`config.mk`:
```
export PLATFORM = sky130hd
export DESIGN_NAME = reg_read_unit
export DESIGN_NICKNAME = d
export VERILOG_FILES = /design/src/rtl/cpu_pkg.sv /design/src/rtl/reg_scoreboard.sv /design/src/rtl/reg_read_unit.sv
export SDC_FILE = /design/constraint.sdc
export NUM_CORES = 2
export LEC_CHECK = 0
export CAP_MARGIN = 20
export CORE_MARGIN = 2
export CORE_UTILIZATION = 33
export DETAILED_ROUTE_END_ITERATION = 8
export SYNTH_ARGS = -nofsm -noshare
export SYNTH_HDL_FRONTEND = slang
export SYNTH_SLANG_ARGS = --single-unit
export TNS_END_PERCENT = 100
```
`constraint.sdc`:
```
create_clock -name clk -period 4.7 [get_ports clk]
set_clock_uncertainty 0.2 [all_clocks]
set_input_delay 1.41 -clock clk [delete_from_list [all_inputs] [get_ports clk]]
set_output_delay 1.41 -clock clk [all_outputs]
set_load 0.005 [all_outputs]
```
`src/rtl/cpu_pkg.sv`:
```
// Shared register-file constants for the issue/read stage.
package cpu_pkg;
  localparam int DATA_W = 64;
  localparam int NREG   = 32;
  localparam int REG_AW = 5;
  localparam logic [REG_AW-1:0] XZR = 5'd31;
endpackage

```
`src/rtl/reg_scoreboard.sv`:
```
// Per-register outstanding-write bits: set by an accepted claim, cleared by writeback.
module reg_scoreboard
  import cpu_pkg::*;
#(
  parameter int NREG = cpu_pkg::NREG
) (
  input  logic              clk,
  input  logic              reset,
  input  logic              claim_en,
  input  logic [REG_AW-1:0] claim_addr,
  input  logic              stall,
  input  logic              wr_en,
  input  logic [REG_AW-1:0] wr_addr,
  output logic [NREG-1:0]   pending
);

  logic [NREG-1:0] pending_next;

  // Clear is applied before set so a same-cycle claim leaves the new producer pending.
  always_comb begin
    pending_next = pending;
    if (wr_en)
      pending_next[wr_addr] = 1'b0;
    if (claim_en && !stall && (claim_addr != XZR))
      pending_next[claim_addr] = 1'b1;
    pending_next[XZR] = 1'b0;
  end

  always_ff @(posedge clk or negedge reset) begin
    if (!reset) pending <= '0;
    else        pending <= pending_next;
  end

endmodule

```
`src/rtl/reg_read_unit.sv`:
```
// Two-port register file with writeback bypass, XZR handling and RAW-hazard stall.
module reg_read_unit
  import cpu_pkg::*;
#(
  parameter int DATA_W = cpu_pkg::DATA_W,
  parameter int NREG   = cpu_pkg::NREG
) (
  input  logic              clk,
  input  logic              reset,
  input  logic [REG_AW-1:0] rd_addr_a,
  input  logic              rd_use_a,
  input  logic [REG_AW-1:0] rd_addr_b,
  input  logic              rd_use_b,
  output logic [DATA_W-1:0] rd_data_a,
  output logic [DATA_W-1:0] rd_data_b,
  input  logic              wr_en,
  input  logic [REG_AW-1:0] wr_addr,
  input  logic [DATA_W-1:0] wr_data,
  input  logic              claim_en,
  input  logic [REG_AW-1:0] claim_addr,
  output logic              stall,
  output logic [NREG-1:0]   pending
);

  // Handshake: an issuing instruction is accepted (and its claim recorded) only in a
  // cycle where stall is low; while stall is high it must hold its inputs unchanged.

  logic [DATA_W-1:0] regs [NREG-1];
  logic hit_a, hit_b;

  assign hit_a = wr_en && (wr_addr == rd_addr_a);
  assign hit_b = wr_en && (wr_addr == rd_addr_b);

  always_ff @(posedge clk or negedge reset) begin
    if (!reset) begin
      for (int i = 0; i < NREG-1; i++) regs[i] <= '0;
    end else if (wr_en && (wr_addr != XZR)) begin
      regs[wr_addr] <= wr_data;
    end
  end

  always_comb begin
    rd_data_a = '0;
    if (rd_addr_a != XZR) rd_data_a = hit_a ? wr_data : regs[rd_addr_a];
  end

  always_comb begin
    rd_data_b = '0;
    if (rd_addr_b != XZR) rd_data_b = hit_b ? wr_data : regs[rd_addr_b];
  end

  // A writeback landing this cycle satisfies the operand through the bypass.
  assign stall = (rd_use_a && pending[rd_addr_a] && !hit_a) ||
                 (rd_use_b && pending[rd_addr_b] && !hit_b);

  reg_scoreboard #(.NREG(NREG)) u_scoreboard (
    .clk        (clk),
    .reset      (reset),
    .claim_en   (claim_en),
    .claim_addr (claim_addr),
    .stall      (stall),
    .wr_en      (wr_en),
    .wr_addr    (wr_addr),
    .pending    (pending)
  );

endmodule

```
Yosys cells after proc, flatten, opt, wreduce, memory -nomap -nowiden
Cells that the tools add are included.
{"block": "word_totals", "out_inout_bits": 161, "register_bits": 2015, "inputBits": 90}
{"block": "classes", "n_lt_le_gt_ge": 10, "n_eq_ne": 6, "muxes": 23, "n_bitwise": 6, "n_reduce_logical": 16}
{"cell": "bitwise mux 1984 bit", "n": 1}
{"cell": "binary-select mux 64 bit (select 5 bit)", "n": 2}
{"cell": "2-to-1 mux 64 bit", "n": 9}
{"cell": "demux 64 bit (select 5 bit)", "n": 1}
{"cell": "2-to-1 mux 31 bit", "n": 2}
{"cell": "bitwise AND 31 bit", "n": 1}
{"cell": "inverter 31 bit", "n": 1}
{"cell": "bitwise OR 31 bit", "n": 1}
{"cell": "< comparator 5 x 6 -> 1 bit, second input constant", "n": 4}
{"cell": "!= test 5 bit, second input constant", "n": 4}
{"cell": "greater-or-equal comparator 6 bit, second input constant", "n": 3}
{"cell": "inverter 5 -> 6 bit", "n": 3}
{"cell": "logical AND 1 bit", "n": 12}
{"cell": "binary-select mux 1 bit (select 5 bit)", "n": 2}
{"cell": "demux 1 bit (select 5 bit)", "n": 2}
{"cell": "== test 5 bit", "n": 2}
{"cell": "greater-or-equal comparator 5 x 1 -> 1 bit, second input constant", "n": 2}
{"cell": "< comparator 6 x 1 -> 1 bit, second input constant", "n": 1}
{"cell": "2-to-1 mux 1 bit", "n": 4}
{"cell": "logical NOT 1 bit", "n": 3}
{"cell": "logical OR 1 bit", "n": 1}

Logic depth before layout (Yosys ltp)
{"block": "depth", "ltp_word": 9, "ltp_mapped": 11}

Cells and area by module
From an unflattened synthesis, not the netlist that was laid out.
{"block": "hier_totals", "cells_unflattened": 7426, "area_unflattened_um2": 109015.8}
{"module": "reg_read_unit", "cells_each": 7289, "area_per_inst_um2": 107630.7, "instances": 1, "seq_area_each_um2": 49647.6}
{"module": "reg_scoreboard", "cells_each": 137, "area_per_inst_um2": 1385.1, "instances": 1, "seq_area_each_um2": 775.7}

Least setup slack after synthesis
Ideal clock, no wire load.
{"block": "synth_path", "kind": "input -> output", "startpoint": "input rd_addr_b[0]", "endpoint": "output rd_data_b[58]", "required_ns": 3.090, "stages": 10, "arrival_ns": 3.300, "slack_ns": -0.210, "path_cell_list": "buf_2 buf_6 buf_4 buf_2 mux4_2 mux2i_1 nor2_1 o21a_1 nor3_1 nor3_1"}
{"block": "synth_between", "elab_chain_cells": 6, "elab_cells_between_ends": 9, "cone_classes": "eq/ne (2); mux (5); bitwise (1); reduce/logical (1)"}
{"item": "from (decl)", "line": "reg_read_unit.sv:12", "source": "input logic [REG_AW-1:0] rd_addr_b,"}
{"item": "inverter 5 -> 6 bit (implied by the code)", "line": "reg_read_unit.sv:49", "source": "if (rd_addr_b != XZR) rd_data_b = hit_b ? wr_data : regs[rd_addr_b];"}
{"item": "binary-select mux 64 bit (select 5 bit)", "line": "reg_read_unit.sv:49"}
{"item": "2-to-1 mux 64 bit (implied by the code) (2 in series)", "line": "reg_read_unit.sv:49"}
{"item": "2-to-1 mux 64 bit", "line": "reg_read_unit.sv:49"}
{"item": "2-to-1 mux 64 bit *", "line": "reg_read_unit.sv:49"}
{"item": "to (decl)", "line": "reg_read_unit.sv:15", "source": "output logic [DATA_W-1:0] rd_data_b,"}
Mark *: on every way between the ends. The rest lies on a longest branch, timed or not. The select of a mux whose other input is x is not followed.

Worst setup path after layout
{"block": "layout_path", "startpoint": "input rd_addr_b[0]", "endpoint": "output rd_data_b[7]"}
The elaborated chain is that of the path after synthesis.

==> impl_metrics.xml <==
<?xml version="1.0" encoding="UTF-8"?>
<metrics>
  <group name="run_status">
    <metric name="run_status" unit="">finished with violations</metric>
    <metric name="failed_checks" unit="">negative setup slack</metric>
  </group>
  <group name="placement">
    <metric name="place.gp.congestion" unit="">0.8205</metric>
    <metric name="placement.io_buffers" unit="">249</metric>
    <metric name="post-dp-hpwl" unit="µm">232200</metric>
    <metric name="numPlacedInstances" unit="">11640</metric>
  </group>
  <group name="clock_tree">
    <metric name="cts_tree" unit="">done</metric>
    <metric name="cts_max_level" unit="">4</metric>
    <metric name="cts.clk_slew.worst_paths" unit="ns">0.06</metric>
    <metric name="clk_path_buf_depth" unit="">4</metric>
    <metric name="cts.root.buffer_cell" unit="">clkbuf_16</metric>
    <metric name="numCtsBuffers" unit="">226</metric>
    <metric name="number_of_buffers_inserted_by_hold_repair_at_cts" unit="">0</metric>
    <metric name="clk-insertion-delay-late" unit="ns">0.93</metric>
    <metric name="cts.sink_count" unit="">2015</metric>
  </group>
  <group name="timing">
    <metric name="timing.slew.headroom" unit="">0.3411</metric>
    <metric name="final_cycle_utilization_of_the_critical_path" unit="">1.144</metric>
    <metric name="fin_tns_setup" unit="ns">-65.80</metric>
    <metric name="setup-violations-final" unit="">129</metric>
    <metric name="post-route-worst-setup-slack" unit="ns">-0.6749</metric>
    <metric name="fin_crit" unit="ns">5.375</metric>
    <metric name="slew_at_the_pin_with_the_worst_max_slew_slack" unit="ns">0.9884</metric>
    <metric name="report.final.hold_viol_count" unit="">0</metric>
    <metric name="rsz0062_at_grt" unit="">yes</metric>
    <metric name="report.final.slew_viol_count" unit="">0</metric>
    <metric name="fmax" unit="GHz">0.1860</metric>
  </group>
  <group name="cells_and_area">
    <metric name="layout-area-overhead-vs-synth" unit="%">26.81</metric>
    <metric name="final_stage_net_count" unit="">8004</metric>
    <metric name="layout.core_utilization" unit="">0.4196</metric>
    <metric name="final_layout_size_suffix_gt1_frac" unit="">0.6304</metric>
    <metric name="finalNonFillerCells" unit="">12450</metric>
  </group>
  <group name="detailed_routing">
    <metric name="top_layer" unit="">met5</metric>
    <metric name="antenna_violating_nets_post_route" unit="">0</metric>
    <metric name="drt-wirelength-per-cell" unit="µm">32.00</metric>
    <metric name="routed-via-count" unit="">73810</metric>
    <metric name="wl_met2" unit="µm">188800</metric>
    <metric name="drt-vias-per-instance" unit="">5.927</metric>
    <metric name="route.final.wire_length" unit="µm">398500</metric>
    <metric name="m1WireLength" unit="µm">160900</metric>
    <metric name="first_pass_iters" unit="">5</metric>
    <metric name="drc" unit="">0</metric>
    <metric name="dr.first_iter.drc_count" unit="">6744</metric>
    <metric name="detailed_route_wirelength_on_metal3" unit="µm">29910</metric>
  </group>
  <group name="synth">
    <metric name="synthFlopType" unit="">dfrtp_1</metric>
    <metric name="synth_fa_ha_area_frac" unit="">0</metric>
    <metric name="mappedNetlistNets" unit="">7153</metric>
    <metric name="combinational_family_with_the_most_area_after_synthesis" unit="">multiplexers</metric>
    <metric name="ys_async_sr_fraction" unit="">1.000</metric>
    <metric name="post_synth_mux_area_share" unit="">0.4620</metric>
    <metric name="synth_top_cells_by_area" unit="">dfrtp_1 46%, mux4_2 23%, mux2_2 21%</metric>
    <metric name="post-synth-top-area-cell" unit="">dfrtp_1</metric>
    <metric name="synth.lib_cells_used.distinct" unit="">49</metric>
    <metric name="post_synth_and_or_nand_nor_area_fraction" unit="">0.01730</metric>
    <metric name="synth_xor_xnor_area_share" unit="">0.0008027</metric>
    <metric name="synth_cell_area" unit="µm²">109100</metric>
    <metric name="synth_commonest_cells" unit="">2015 x dfrtp_1, 2007 x mux2_2, 1105 x mux4_2</metric>
    <metric name="post-synth-top-area-fraction" unit="">0.4621</metric>
    <metric name="post_synth.cell_area_avg" unit="µm²">15.45</metric>
    <metric name="yosys_warnings" unit="">0</metric>
    <metric name="netlist_instances" unit="">7063</metric>
    <metric name="yosys_register_bits" unit="">2015</metric>
    <metric name="synth-seq-area-share" unit="">0.4621</metric>
    <metric name="synth_compound_gate_area_share" unit="">0.02415</metric>
    <metric name="yosys.cell_count.top_type" unit="">dfrtp_1</metric>
    <metric name="post_synth_edffs" unit="">0</metric>
  </group>
  <group name="power">
    <metric name="post-layout-total-power" unit="W">0.05469</metric>
    <metric name="clockPowerShare" unit="">0.325</metric>
    <metric name="p_leak" unit="nW">59.40</metric>
    <metric name="power.share.sequential" unit="">0.428</metric>
    <metric name="ir_worst_vdd" unit="V">0.0003176</metric>
    <metric name="switchingPower" unit="W">0.01530</metric>
    <metric name="power_density_over_the_cells" unit="nW/µm²">395.2</metric>
    <metric name="cellInternalPower" unit="W">0.03939</metric>
    <metric name="pwr-share-comb" unit="">0.247</metric>
    <metric name="power_switching_share" unit="">0.2798</metric>
  </group>
  <group name="setup_path">
    <metric name="critPathCaptureType" unit="">primary output</metric>
    <metric name="startpoint_type" unit="">input port</metric>
    <metric name="crit_path_required_time" unit="ns">3.09</metric>
    <metric name="crit_fanout" unit="">7</metric>
    <metric name="cp_arrival" unit="ns">3.76</metric>
    <metric name="timing_worst_setup_path_type" unit="">input port to primary output</metric>
  </group>
  <group name="job">
    <metric name="max-cap-violations" unit="">0</metric>
  </group>
  <group name="worst_hold_path">
    <metric name="holdCritPathClass" unit="">input port to async pin</metric>
  </group>
  <group name="global_route">
    <metric name="grt_antenna_before_repair" unit="">10</metric>
    <metric name="global_route_total_overflow" unit="">0</metric>
    <metric name="pin_count_of_the_biggest_net_entering_global_routing" unit="">159</metric>
    <metric name="global_route_wire_length_before_repair" unit="µm">561800</metric>
    <metric name="number_of_global_route_vias_before_repair" unit="">76470</metric>
    <metric name="global_route.usage.total" unit="">0.2297</metric>
  </group>
  <group name="die">
    <metric name="floorplan.io_pins" unit="">251</metric>
    <metric name="floorplan.initialDensity" unit="">0.3309</metric>
    <metric name="die_w" unit="µm">579</metric>
    <metric name="std_cell_rows" unit="">211</metric>
    <metric name="die_height" unit="µm">579</metric>
    <metric name="core_area" unit="µm²">329700</metric>
    <metric name="fp.dieArea" unit="µm²">335200</metric>
  </group>
</metrics>
[layout make-up]
class	instances	area [µm²]
fillers	29310	191400
clock inverters	63	685.7
clock buffers	330	6578
well taps	4366	5463
inverters	19	96.34
multi-input cells	4228	57230
flip-flops and latches	2015	50420
diodes	7	17.52
repair buffers	1424	17860
[worst max-delay path, cell delays in order]
cell	delay, ns
buf_16	0.16
buf_16	0.17
buf_16	0.14
buf_12	0.10
buf_8	0.10
buf_12	0.11
mux4_2	0.50
mux4_2	0.51
mux2i_4	0.24
a211oi_2	0.13
buf_2	0.17
[worst paths after layout]
check                           slack [ns]                                from  cells after the start                            endpoint
worst max-delay path                 -0.67                        rd_addr_b[0]                     11                        rd_data_b[7]
max in group asynchronous             2.65                               reset                      3              regs[1464]$_DFFE_PN0P_
min in group clk                      0.32              regs[1337]$_DFFE_PN0P_                      1              regs[1337]$_DFFE_PN0P_
worst max register to register        2.04  u_scoreboard.pending[25]$_DFF_PN0_                      7  u_scoreboard.pending[30]$_DFF_PN0_
worst min-delay path                  0.24                               reset                      1               regs[553]$_DFFE_PN0P_
worst min register to register        0.32              regs[1337]$_DFFE_PN0P_                      1              regs[1337]$_DFFE_PN0P_
[cells in the final DEF (no fill, tap or decap), drive strengths merged, types with 102 or more instances in the layout]
| cell type | netlist | layout |
|---|---|---|
| a211oi | 136 | 136 |
| mux2i | 292 | 292 |
| buf | 321 | 1239 |
| nand2 | 150 | 150 |
| nor2 | 173 | 173 |
| clkbuf | 480 | 398 |
| clkdlybuf4s50 | 0 | 104 |
| o21ai | 102 | 102 |
| dfrtp | 2015 | 2015 |
| mux4 | 1105 | 1105 |
| mux2 | 2007 | 2007 |
[logic make-up after synthesis]
group	count (synthesis)
multiplexers	3404
other	1
XOR/XNOR	10
buffers and inverters	820
flip-flops	2015
AO/OA/AOI/OAI	377
AND/OR/NAND/NOR	436
[stage by stage]
stage	area (µm²)	worst slack (ns)	hold slack, ns
CTS	135900	-0.9165	0.1830
global placement	122800	-1.820	0.2997
floorplan	109700	-0.05176	0.2911
global route	138400	-0.7046	0.2013
detailed placement	122800	-1.733	0.3094
finish	138400	-0.6749	0.2383
[flip-flops by register name, summed over array words and instances, names as in the netlist]
signal and cells:
regs 1984, u_scoreboard.pending 31
[metal layers]
layer | global-route usage | up-vias
met4 | 0.09243 | 2
met5 | 0 | -
met3 | 0.03899 | 843
li1 | - | 29130
met1 | 0.3075 | 40540
met2 | 0.3709 | 3299
[power groups by stage]
stage / clock [W] / sequential, W / combinational (W)
finish: 0.0178 / 0.0234 / 0.0135
global route: 0.0188 / 0.0238 / 0.0143
CTS: 0.0180 / 0.0233 / 0.0133
detailed placement: 0 / 0.0236 / 0.0125
global placement: 0 / 0.0232 / 0.0122
floorplan: 0 / 0.0226 / 0.00853
[repair_timing]
item / in CTS / in global routing
setup endpoints to repair: 129 / 129
gates resized for setup: 975 / 411
setup buffers: 234 / 194
pin swaps: 126 / 139
cloned: 48 / 34
(Power assumes the default switching activity.)
